[src/rtl/uart_apb_bridge_pkg.sv]
// Shared register map, bit positions and FSM encoding for the UART APB bridge.
package uart_apb_pkg;

    localparam logic [3:0] ADDR_TXDATA = 4'h0;
    localparam logic [3:0] ADDR_RXDATA = 4'h4;
    localparam logic [3:0] ADDR_STATUS = 4'h8;
    localparam logic [3:0] ADDR_CTRL   = 4'hC;

    localparam int ST_TX_FULL  = 0;
    localparam int ST_RX_EMPTY = 1;
    localparam int ST_RX_FULL  = 2;
    localparam int ST_TO_ERR   = 3;

    localparam int CTRL_RX_IE = 0;
    localparam int CTRL_TX_IE = 1;
    localparam int CTRL_SRST  = 2;

    typedef enum logic [1:0] {IDLE, ACCESS, SRST} state_e;

endpackage

[src/rtl/uart_apb_bridge_if.sv]
// APB3 bus bundle between the fabric (master) and the UART bridge (slave).
interface uart_apb_bridge_if;
    logic [31:0] PADDR;
    logic        PSELx;
    logic        PENABLE;
    logic        PWRITE;
    logic [31:0] PWDATA;
    logic [31:0] PRDATA;
    logic        PREADY;
    logic        PSLVERR;

    modport master (output PADDR, PSELx, PENABLE, PWRITE, PWDATA,
                    input  PRDATA, PREADY, PSLVERR);
    modport slave  (input  PADDR, PSELx, PENABLE, PWRITE, PWDATA,
                    output PRDATA, PREADY, PSLVERR);
endinterface

[src/rtl/uart_apb_bridge_wait_timer.sv]
// Wait-state counter: counts stalled access cycles and flags when TIMEOUT is reached.
module uart_apb_wait_timer #(
    parameter int TIMEOUT = 16
) (
    input  logic clk_i,
    input  logic rst_ni,
    input  logic en_i,
    input  logic clr_i,
    output logic expired_o
);
    localparam int CW = $clog2(TIMEOUT + 1);

    logic [CW-1:0] cnt_q, cnt_d;

    assign expired_o = (cnt_q == CW'(TIMEOUT));

    always_comb begin
        cnt_d = cnt_q;
        if (clr_i)
            cnt_d = '0;
        else if (en_i && !expired_o)
            cnt_d = cnt_q + CW'(1);
    end

    always_ff @(posedge clk_i or negedge rst_ni) begin
        if (!rst_ni) cnt_q <= '0;
        else         cnt_q <= cnt_d;
    end
endmodule

[src/rtl/uart_apb_bridge.sv]
// APB3 slave exposing UART TX/RX FIFOs, STATUS and CTRL, with wait-state timeout,
// interrupt and a timed soft-reset pulse for the UART core.
module uart_apb_bridge
    import uart_apb_pkg::*;
#(
    parameter int DATA_W      = 8,
    parameter int TIMEOUT     = 16,
    parameter int SRST_CYCLES = 4
) (
    input  logic              PCLK,
    input  logic              PRESETn,
    uart_apb_bridge_if.slave  apb,
    input  logic [DATA_W-1:0] rx_fifo_dataOut,
    input  logic              rx_fifo_Empty,
    input  logic              rx_fifo_Full,
    input  logic              tx_fifo_Full,
    output logic [DATA_W-1:0] tx_fifo_dataIn,
    output logic              tx_fifo_writeEn,
    output logic              rx_fifo_readEn,
    output logic              uart_rst,
    output logic              irq
);
    localparam int SW = (SRST_CYCLES > 1) ? $clog2(SRST_CYCLES) : 1;

    state_e        state_q, state_d;
    logic [SW-1:0] srst_cnt_q, srst_cnt_d;
    logic [1:0]    ctrl_q, ctrl_d;
    logic          to_err_q, to_err_d;

    logic [3:0] addr_off;
    logic acc, is_tx, is_rx, is_st, is_ct, err_acc, in_srst, fifo_rdy;
    logic rdy_norm, expired, acc_done, normal_cpl, timeout_cpl, srst_req;
    logic unused_bits;

    assign addr_off    = {apb.PADDR[3:2], 2'b00};
    assign acc         = apb.PSELx & apb.PENABLE;
    assign is_tx       = (addr_off == ADDR_TXDATA);
    assign is_rx       = (addr_off == ADDR_RXDATA);
    assign is_st       = (addr_off == ADDR_STATUS);
    assign is_ct       = (addr_off == ADDR_CTRL);
    assign err_acc     = (is_tx & ~apb.PWRITE) | (is_rx & apb.PWRITE);
    assign in_srst     = (state_q == SRST);
    // FIFO traffic is held off while the UART core is in soft reset
    assign fifo_rdy    = ~in_srst & (is_tx ? ~tx_fifo_Full : ~rx_fifo_Empty);
    assign rdy_norm    = err_acc | ~(is_tx | is_rx) | fifo_rdy;
    assign acc_done    = rdy_norm | expired;
    assign normal_cpl  = acc & rdy_norm & ~err_acc;
    assign timeout_cpl = acc & ~rdy_norm & expired;
    assign srst_req    = normal_cpl & apb.PWRITE & is_ct & apb.PWDATA[CTRL_SRST];
    assign unused_bits = ^{apb.PADDR[31:4], apb.PADDR[1:0], apb.PWDATA};

    uart_apb_wait_timer #(.TIMEOUT(TIMEOUT)) u_wait (
        .clk_i     (PCLK),
        .rst_ni    (PRESETn),
        .en_i      (acc & ~acc_done),
        .clr_i     (~apb.PSELx | (acc & acc_done)),
        .expired_o (expired)
    );

    always_ff @(posedge PCLK or negedge PRESETn) begin
        if (!PRESETn) begin
            state_q    <= IDLE;
            srst_cnt_q <= '0;
            ctrl_q     <= '0;
            to_err_q   <= 1'b0;
        end else begin
            state_q    <= state_d;
            srst_cnt_q <= srst_cnt_d;
            ctrl_q     <= ctrl_d;
            to_err_q   <= to_err_d;
        end
    end

    always_comb begin
        state_d    = IDLE;
        srst_cnt_d = srst_cnt_q;
        ctrl_d     = ctrl_q;
        to_err_d   = to_err_q;
        if (normal_cpl && apb.PWRITE && is_ct) begin
            ctrl_d[CTRL_RX_IE] = apb.PWDATA[CTRL_RX_IE];
            ctrl_d[CTRL_TX_IE] = apb.PWDATA[CTRL_TX_IE];
        end
        if (normal_cpl && apb.PWRITE && is_st && apb.PWDATA[ST_TO_ERR])
            to_err_d = 1'b0;
        // a timeout in the same cycle as a W1C keeps the error visible
        if (timeout_cpl)
            to_err_d = 1'b1;
        if (srst_req) begin
            state_d    = SRST;
            srst_cnt_d = SW'(SRST_CYCLES - 1);
        end else if (in_srst && srst_cnt_q != '0) begin
            state_d    = SRST;
            srst_cnt_d = srst_cnt_q - SW'(1);
        end else if (acc && !acc_done) begin
            state_d    = ACCESS;
        end
    end

    always_comb begin
        apb.PREADY      = 1'b0;
        apb.PSLVERR     = 1'b0;
        apb.PRDATA      = '0;
        tx_fifo_writeEn = 1'b0;
        rx_fifo_readEn  = 1'b0;
        tx_fifo_dataIn  = apb.PWDATA[DATA_W-1:0];
        uart_rst        = in_srst;
        irq             = (ctrl_q[CTRL_RX_IE] & ~rx_fifo_Empty) |
                          (ctrl_q[CTRL_TX_IE] & ~tx_fifo_Full);
        if (acc) begin
            apb.PREADY      = acc_done;
            apb.PSLVERR     = err_acc | timeout_cpl;
            tx_fifo_writeEn = normal_cpl & is_tx;
            rx_fifo_readEn  = normal_cpl & is_rx;
            if (!apb.PWRITE) begin
                case (addr_off)
                    ADDR_RXDATA: if (fifo_rdy) apb.PRDATA = 32'(rx_fifo_dataOut);
                    ADDR_STATUS: begin
                        apb.PRDATA[ST_TX_FULL]  = tx_fifo_Full;
                        apb.PRDATA[ST_RX_EMPTY] = rx_fifo_Empty;
                        apb.PRDATA[ST_RX_FULL]  = rx_fifo_Full;
                        apb.PRDATA[ST_TO_ERR]   = to_err_q;
                    end
                    ADDR_CTRL: begin
                        apb.PRDATA[CTRL_RX_IE] = ctrl_q[CTRL_RX_IE];
                        apb.PRDATA[CTRL_TX_IE] = ctrl_q[CTRL_TX_IE];
                    end
                    default: ;
                endcase
            end
        end
    end
endmodule

[src/flat_wrapper.sv]
// flat-port wrapper written by rule: the top's interface ports become plain ports
module uart_apb_bridge_flat import uart_apb_pkg::*;
#(
    parameter int DATA_W      = 8,
    parameter int TIMEOUT     = 16,
    parameter int SRST_CYCLES = 4
)
  (PCLK, PRESETn, rx_fifo_dataOut, rx_fifo_Empty, rx_fifo_Full, tx_fifo_Full, tx_fifo_dataIn, tx_fifo_writeEn, rx_fifo_readEn, uart_rst, irq, apb_PADDR, apb_PSELx, apb_PENABLE, apb_PWRITE, apb_PWDATA, apb_PRDATA, apb_PREADY, apb_PSLVERR);
  uart_apb_bridge_if apb_i ();
  input  logic PCLK;
  input  logic PRESETn;
  input  logic [DATA_W-1:0] rx_fifo_dataOut;
  input  logic rx_fifo_Empty;
  input  logic rx_fifo_Full;
  input  logic tx_fifo_Full;
  output logic [DATA_W-1:0] tx_fifo_dataIn;
  output logic tx_fifo_writeEn;
  output logic rx_fifo_readEn;
  output logic uart_rst;
  output logic irq;
  input wire logic [$bits(apb_i.PADDR)-1:0] apb_PADDR;
  input wire logic [$bits(apb_i.PSELx)-1:0] apb_PSELx;
  input wire logic [$bits(apb_i.PENABLE)-1:0] apb_PENABLE;
  input wire logic [$bits(apb_i.PWRITE)-1:0] apb_PWRITE;
  input wire logic [$bits(apb_i.PWDATA)-1:0] apb_PWDATA;
  output wire logic [$bits(apb_i.PRDATA)-1:0] apb_PRDATA;
  output wire logic [$bits(apb_i.PREADY)-1:0] apb_PREADY;
  output wire logic [$bits(apb_i.PSLVERR)-1:0] apb_PSLVERR;
  assign apb_i.PADDR = apb_PADDR;
  assign apb_i.PSELx = apb_PSELx;
  assign apb_i.PENABLE = apb_PENABLE;
  assign apb_i.PWRITE = apb_PWRITE;
  assign apb_i.PWDATA = apb_PWDATA;
  assign apb_PRDATA = apb_i.PRDATA;
  assign apb_PREADY = apb_i.PREADY;
  assign apb_PSLVERR = apb_i.PSLVERR;
  uart_apb_bridge #(.DATA_W(DATA_W), .TIMEOUT(TIMEOUT), .SRST_CYCLES(SRST_CYCLES)) u_core (.PCLK(PCLK), .PRESETn(PRESETn), .apb(apb_i), .rx_fifo_dataOut(rx_fifo_dataOut), .rx_fifo_Empty(rx_fifo_Empty), .rx_fifo_Full(rx_fifo_Full), .tx_fifo_Full(tx_fifo_Full), .tx_fifo_dataIn(tx_fifo_dataIn), .tx_fifo_writeEn(tx_fifo_writeEn), .rx_fifo_readEn(rx_fifo_readEn), .uart_rst(uart_rst), .irq(irq));
endmodule
[config.mk]
export PLATFORM = sky130hd
export DESIGN_NAME = uart_apb_bridge_flat
export DESIGN_NICKNAME = d
export VERILOG_FILES = /design/src/rtl/uart_apb_bridge_pkg.sv /design/src/rtl/uart_apb_bridge_if.sv /design/src/rtl/uart_apb_bridge_wait_timer.sv /design/src/rtl/uart_apb_bridge.sv /design/src/flat_wrapper.sv
export SDC_FILE = /design/constraint.sdc
export NUM_CORES = 1
export LEC_CHECK = 0
export CORE_MARGIN = 5
export CORE_UTILIZATION = 28
export DETAILED_ROUTE_END_ITERATION = 8
export PLACE_DENSITY = 0.8
export SLEW_MARGIN = 10
export SYNTH_ARGS = -nofsm -noshare
export SYNTH_HDL_FRONTEND = slang
export SYNTH_SLANG_ARGS = --single-unit
[constraint.sdc]
create_clock -name PCLK -period 2.34 [get_ports PCLK]
set_input_delay 0.468 -clock PCLK [delete_from_list [all_inputs] [get_ports PCLK]]
set_output_delay 0.468 -clock PCLK [all_outputs]
set_load 0.005 [all_outputs]
==> results.cfg, run 1 <==
[run]
cap_viol_max_count = 0

[power]
combinationalPowerShare = 0.361
vdd_ir_drop_max_uv = 149
swShare = 0.289
clkPwrFrac = 0.269
p_per_area_nw_per_um2 = 394
power_uw = 682
sequentialPowerShare = 0.370
power.net_switching_uw = 197
leakage_nw = 0.872
p_int_uw = 485

[die]
num_rows = 23
die_w_um = 74.5
ios = 126
core_um2 = 4030
initial_core_util = 0.289
die_area_um2 = 5560
die_h_um = 74.5

[synthesis]
yosys_register_bits = 12
yosys_most_used_dff = dfrtp_1
yosys_warnings = 0
synth_area_um2 = 1170
avgSynthCellArea_um2 = 8.77
synth_cells = 133
yosysSeqAreaShare = 0.258
synth-async-reset-ratio = 1.00
synth_edf_count = 0
synth_cell_types = 41

[finish]
final_util = 0.430
finalNetCount = 283
nFillCells = 398
design_area_um2 = 1730
final_cells = 243
diodes = 0
area_growth_pct = 48.4
drive_gt1_frac = 0.311
final_cell_mix = buf_4, conb_1, clkdlybuf4s50_1
final_common_cell = buf_4

[critical_path]
start_kind = primary input
critPathArrivalTime_ns = 1.86
critical_path.slowest_cell = a211oi_4
cp.required_ns = 1.87
slowest_delay_ns = 0.30
critPathTopFamily = buffers and inverters
crit_type = in -> out
path_cells = buf_4, inv_4, ha_4, mux2i_2, buf_4, buf_4, a211oi_4, a21oi_2, nor2_1, buf_2
cp-end-kind = primary output
crit_fanout = 3
cp_common_cell = buf_4
path_buf_inv = 5

[drt]
drtIter0Drc = 56
antenna_left = 0
num_vias = 1125
avgViaCountPerCell = 4.63
routed_wl_mm = 3.45
wl_per_cell_um = 14.2
drcViolationCount = 0
firstDrtPassIters = 5

[sta]
min_period_over_period = 0.993
layout_setup_ws_ns = 0.0169
tns_ns = 0
slew_violations = 0
tightest_slew_ns = 0.510
max-slew-margin-rel = 0.655
hold_ws_ns = 0.507
skew_ns = 0.00342
setup_violations = 0
hold_viol = 0
min_period_ns = 2.32
fmax_ghz = 0.430

[clock_network]
root_buffer = clkbuf_8
clk_latency_ns = 0.24
cts_buffer_depth = 2
cts.clk_slew.worst_paths_ns = 0.05
clkSinkCount = 12
cts_tree = done
cts_made_buffers = 3
cts_htree_levels = 1

[min_path]
hold_class = reg -> reg

[global_routing]
grt_pass1_wl_mm = 4.95
grt_start_max_net_pins = 13
grt-ovfl-total = 0
grt_use_total = 0.117
grt_pass1_vias = 1095
antenna_found_initial = 0

[placed_design]
dp_slack_ns = -0.780
port_buffers = 39
gp_congestion = 0.811
placed_cells = 232
postPlaceCellArea_um2 = 1610
dp_hpwl_mm = 2.54

[status]
outcome = complete, no violations
## logic make-up (layout without fill, tap and decap cells)
group,Yosys count,count (layout),share of synthesized area
other,1,24,0.00322
DFF,12,12,0.258
muxes,5,5,0.0504
xor gates and xnor gates,3,3,0.0225
buffers and inverters,45,82,0.255
and+or+nand+nor,40,40,0.191
adders and majority gates,8,8,0.0858
AOI/OAI and AO/OA,19,19,0.134
## power groups by stage
stage	clock [mW]	sequential, mW	combinational (mW)
after floorplan	0	0.250	0.152
after global placement	0	0.253	0.219
after detailed placement	0	0.255	0.224
after CTS	0.189	0.252	0.237
after global routing	0.196	0.254	0.275
final	0.184	0.252	0.246
## worst register-to-register path, cell delays in order (launching register included)
cell and delay, ns:
dfrtp_1 0.37, and3b_1 0.18, a211oi_2 0.17, buf_4 0.14
buf_4 0.10, buf_4 0.09, buf_4 0.11, nand3_1 0.12
mux2_1 0.33
## cell usage after synthesis, types with 2 or more instances
master    number  area (um2)
xnor2_1        2        17.5
nor2b_1        2        12.5
nor4_1         2        12.5
nand4_1        2        12.5
nand3_1        3        15.0
nor2_1         6        22.5
inv_1         11        41.3
ha_1           8         100
a222oi_1       2        20.0
buf_4         32         240
dfrtp_1       12         300
a21oi_1        3        15.0
nand2_1        9        33.8
nand2b_1       2        12.5
o21ai_0        2        10.0
a22o_1         2        17.5
a22oi_1        2        15.0
nor3_1         2        10.0
mux2_1         2        22.5
and3_1         6        37.5
## area by class of cell
type                       count  area (um2)  share of cell area
multi-input combinational     99         703               0.406
tap                           50        62.6              0.0362
clock buffer                   3        41.3              0.0239
timing repair buffer          68         579               0.335
sequential                    12         300               0.174
inverter                      11        43.8              0.0253
## sequential cells by signal (all words and copies together), names as in the netlist
| signal | count |
|---|---|
| u_core.ctrl_q | 2 |
| u_core.srst_cnt_q | 2 |
| u_core.to_err_q | 1 |
| u_core.u_wait.cnt_q | 5 |
| u_core.state_q | 2 |
## worst paths after layout
check                                          start                endpoint  slack (ns)  depth (start not counted)
worst min-delay path            u_core.srst_cnt_q[1]    u_core.srst_cnt_q[1]        0.51                          2
max in group asynchronous                    PRESETn    u_core.srst_cnt_q[1]        1.41                          1
min in group asynchronous                    PRESETn  u_core.u_wait.cnt_q[4]        0.58                          1
worst max register to register     u_core.state_q[1]        u_core.ctrl_q[0]        0.60                          8
worst max-delay path                    apb_PADDR[2]             apb_PSLVERR        0.02                         10
worst min register to register  u_core.srst_cnt_q[1]    u_core.srst_cnt_q[1]        0.51                          2
## routing by layer
metal  track usage  vias to the layer above  wire length (um)
li1              -                      522                 -
met1         0.145                      529              1420
met2         0.184                       68              1570
met3        0.0581                        6               430
met4        0.0237                        0                34
met5             0                        -                 0
## repair_timing
action	in CTS	in global routing
hold buffers	0	0
endpoints found under the setup margin	12	10
setup buffers	8	1
pin swaps	10	12
resized for setup	57	14
No activity file was read; power rests on OpenSTA's default activity.
==> run 2, diff against run 1 <==
--- a/config.mk
+++ b/config.mk
@@ -13,3 +13,4 @@
 export SYNTH_ARGS = -nofsm -noshare
 export SYNTH_HDL_FRONTEND = slang
 export SYNTH_SLANG_ARGS = --single-unit
+export TNS_END_PERCENT = 50
==> results.cfg, run 2 (synthesis results as in run 1) <==
[status]
outcome = finished, violations left
violations = negative setup slack

[sta]
max-slew-margin-rel = 0.648
setup_violations = 1
slew_violations = 0
skew_ns = 0.00595
min_period_ns = 2.34
tightest_slew_ns = 0.526
hold_ws_ns = 0.507
min_period_over_period = 1.00
hold_viol = 0
fmax_ghz = 0.427
layout_setup_ws_ns = -0.00373

[die]
die_area_um2 = 5560
ios = 126
num_rows = 23
die_h_um = 74.5
die_w_um = 74.5
initial_core_util = 0.289
core_um2 = 4030

[global_routing]
antenna_found_initial = 0
grt_pass1_wl_mm = 4.95
grt.met2_usage = 0.184
grt_start_max_net_pins = 13
grt-ovfl-total = 0
grt_use_total = 0.117
busiest_layer = met2
use_met1 = 0.145
met3_usage = 0.0581
grt_pass1_vias = 1095

[placed_design]
gp_congestion = 0.811
dp_slack_ns = -0.780
dp_hpwl_mm = 2.54
port_buffers = 39
placed_cells = 232

[critical_path]
worstSetupStartpoint = apb_PADDR[2]
crit_type = in -> out
start_kind = primary input
crit_fanout = 3
worstReg2RegEnd = u_core.ctrl_q[0]
cp-end-kind = primary output
cp.required_ns = 1.87
critPathArrivalTime_ns = 1.88
rr_worst_depth = 8
reg2reg_from = u_core.state_q[1]
r2r_setup_slack_ns = 0.60

[clock_network]
cts_buffer_depth = 2
postCtsHoldBufs = 0
cts_made_buffers = 3
clk_latency_ns = 0.24
cts_htree_levels = 1
clkSinkCount = 12
root_buffer = clkbuf_8
cts_tree = done
cts.clk_slew.worst_paths_ns = 0.05

[power]
vdd_ir_drop_max_uv = 149
leakage_nw = 0.881
p_per_area_nw_per_um2 = 397

[drt]
routed_wl_mm = 3.49
avgViaCountPerCell = 4.59
drtIter0Drc = 84
antenna_left = 0
firstDrtPassIters = 5
wl_per_cell_um = 14.3
num_vias = 1121
drcViolationCount = 0

[finish]
final_common_cell = buf_4
largest_register = u_core.u_wait.cnt_q
diodes = 0
final_cells = 244
drive_gt1_frac = 0.304
area_growth_pct = 48.5
largest_reg_flops = 5
final_cell_mix = buf_4, conb_1, clkdlybuf4s50_1
final_util = 0.430
finalNetCount = 284

[run]
cap_viol_max_count = 0

[min_path]
hp-start = u_core.srst_cnt_q[1]
holdPathEnd = u_core.srst_cnt_q[1]
hold_class = reg -> reg
min_path_cells = 2
==> run 2: cell types whose count changed in the layout (fill, tap and decap cells not counted) <==
cell and delta:
and3_4 -1, a22oi_1 +1, buf_4 +1, and3_1 +1, dlygate4sd2_1 +1, a22oi_2 -1
inv_2 -1, inv_6 +1, clkdlybuf4s15_1 -1
==> run 2: metal layers <==
metal	share of wire	vias to the layer above
met5	0	-
met1	0.40	519
met4	0.011	0
met3	0.14	6
met2	0.45	72
li1	-	524
==> run 2: worst max path at each step <==
stage,endpoint,slack [ns]
after global routing,apb_PREADY,-0.06
after global placement,apb_PRDATA[1],-0.64
final,apb_PREADY,-0.004
after floorplan,apb_PRDATA[0],0.10
after detailed placement,apb_PRDATA[1],-0.78
after CTS,apb_PRDATA[1],0.01
==> run 2: layout make-up <==
cell class / instances / area (um2)
Sequential cell: 12 / 300
Timing Repair Buffer: 69 / 586
Tap cell: 50 / 62.6
Clock buffer: 3 / 41.3
Inverter: 11 / 48.8
Multi-Input combinational cell: 99 / 693
Fill cell: 394 / 2300
==> run 2: what timing repair did <==
action | 4_1_cts | 5_1_grt
pin swaps | 10 | 11
setup endpoints to repair | 12 | 10
gates cloned | 0 | 0
resized for setup | 57 | 12
setup buffers | 8 | 1
==> run 2: worst max-delay path: stages <==
cell and delay, ns:
buf_6 0.09, inv_6 0.04, ha_4 0.16, mux2i_2 0.15
buf_4 0.14, buf_4 0.14, a211oi_4 0.31, a21oi_2 0.10
dlygate4sd2_1 0.27
==> run 2: per-stage QoR <==
| step | setup TNS (ns) | total power [mW] | instance area (um2) |
|---|---|---|---|
| floorplan | 0 | 0.402 | 1250 |
| global placement | -7.60 | 0.472 | 1610 |
| detailed placement | -8.87 | 0.478 | 1610 |
| CTS | 0 | 0.678 | 1710 |
| global route | -0.128 | 0.726 | 1730 |
| finish | -0.00373 | 0.687 | 1730 |
==> run 2: report_power, final <==
part           leakage [nW]  switching [mW]  internal (mW)
combinational         0.700           0.112          0.136
clock                0.0216          0.0739          0.113
sequential            0.160          0.0152          0.236
total                 0.881           0.201          0.485
==> run 3, diff against run 2 <==
==> constraint.sdc (replaced) <==
create_clock -name PCLK -period 2.3 [get_ports PCLK]
set_input_delay 0.46 -clock PCLK [delete_from_list [all_inputs] [get_ports PCLK]]
set_output_delay 0.46 -clock PCLK [all_outputs]
set_load 0.005 [all_outputs]
==> results.cfg, run 3 (synthesis results as in run 1) <==
[status]
outcome = complete, no violations

[global_routing]
grt_pass1_wl_mm = 5.11
antenna_found_initial = 0
grt_pass1_vias = 1093
grt.met2_usage = 0.186
grt_use_total = 0.119
use_met1 = 0.161
grt-ovfl-total = 0
grt_start_max_net_pins = 13
met3_usage = 0.0446
busiest_layer = met2

[drt]
drtIter0Drc = 41
drcViolationCount = 0
num_vias = 1094
routed_wl_mm = 3.33
avgViaCountPerCell = 4.39
wl_per_cell_um = 13.4
firstDrtPassIters = 6
antenna_left = 0

[critical_path]
start_kind = primary input
critPathArrivalTime_ns = 1.84
crit_fanout = 3
crit_type = in -> out
cp.required_ns = 1.84
cp-end-kind = primary output

[sta]
skew_ns = 0.00226
min_period_ns = 2.30
setup_violations = 0
tns_ns = 0
tightest_slew_ns = 0.562
fmax_ghz = 0.435
min_period_over_period = 0.999
slew_violations = 0
hold_viol = 0
max-slew-margin-rel = 0.624
rsz0062_at_grt = yes

[finish]
finalNetCount = 288
final_common_cell = buf_4
area_growth_pct = 53.9
final_util = 0.445
drive_gt1_frac = 0.342
largest_register = u_core.u_wait.cnt_q
largest_reg_flops = 5
diodes = 0
final_cell_mix = buf_4, conb_1, clkdlybuf4s50_1

[placed_design]
dp_hpwl_mm = 2.50
gp_congestion = 0.805
port_buffers = 39

[die]
core_um2 = 4030
die_h_um = 74.5
die_area_um2 = 5560
initial_core_util = 0.289
die_w_um = 74.5
ios = 126
num_rows = 23

[clock_network]
cts_buffer_depth = 2
postCtsHoldBufs = 0
cts_htree_levels = 1
clk_latency_ns = 0.24
cts_made_buffers = 3
clkSinkCount = 12
cts_tree = done
cts.clk_slew.worst_paths_ns = 0.05
root_buffer = clkbuf_8

[power]
vdd_ir_drop_max_uv = 173
p_per_area_nw_per_um2 = 417
leakage_nw = 0.913

[run]
cap_viol_max_count = 0

[min_path]
hold_class = reg -> reg
run 3: cell count changes in the layout (fill, tap and decap cells not counted), moves of 2 or more:
cell    previous run  this run
mux2_1             2         0
buf_6              3         5
nor2_2             0         2
buf_2              6         8
buf_4             29        31
nor2_1             6         4
mux2_4             1         3
run 3: worst paths after layout:
kind | start | to | slack (ns) | cells after the start
worst max-delay path | apb_PWRITE | apb_PSLVERR | 0.003 | 6
worst min-delay path | u_core.srst_cnt_q[1] | u_core.srst_cnt_q[1] | 0.51 | 2
worst max register to register | u_core.state_q[0] | u_core.ctrl_q[1] | 0.31 | 11
worst min register to register | u_core.srst_cnt_q[1] | u_core.srst_cnt_q[1] | 0.51 | 2
max in group asynchronous | PRESETn | u_core.u_wait.cnt_q[3] | 1.35 | 1
min in group asynchronous | PRESETn | u_core.u_wait.cnt_q[1] | 0.59 | 1
run 3: routing by layer:
metal | share of wire | routed length [um]
met1 | 0.43 | 1430
met2 | 0.45 | 1500
met3 | 0.12 | 387
met4 | 0.0024 | 8
met5 | 0 | 0
run 3: layout make-up:
type,count,area (um2)
Timing Repair Buffer,73,611
Inverter,11,43.8
Sequential cell,12,300
Clock buffer,4,55.1
Fill cell,375,2230
Tap cell,50,62.6
Multi-Input combinational cell,99,722
run 3: report_power, final:
| group | switching [mW] | leakage, nW | internal (mW) |
|---|---|---|---|
| logic | 0.115 | 0.725 | 0.150 |
| registers | 0.0155 | 0.160 | 0.240 |
| clock network | 0.0758 | 0.0288 | 0.151 |
| total | 0.206 | 0.913 | 0.541 |
run 3: through the flow:
step	cells	worst slack [ns]	area [um2]	total power, mW	hold slack, ns
CTS	249	0.00920	1770	0.752	0.513
floorplan	156	0.0789	1250	0.409	0.164
global route	249	-0.0757	1790	0.799	0.554
finish	249	0.00277	1790	0.748	0.508
global placement	232	-0.679	1610	0.480	0.492
detailed placement	232	-0.708	1610	0.487	0.500
run 3: critical path: stages:
cell and delay, ns:
clkdlybuf4s50_1 0.50, mux2_4 0.33, a211oi_4 0.22, a21oi_1 0.10, nor2_1 0.11, buf_2 0.12
run 3: timing repair:
item,in CTS,in global routing
gates resized for setup,68,8
setup endpoints to repair,12,13
pin swaps,14,6
buffers inserted,15,0
gates cloned,0,0
endpoints found under the hold margin,0,0
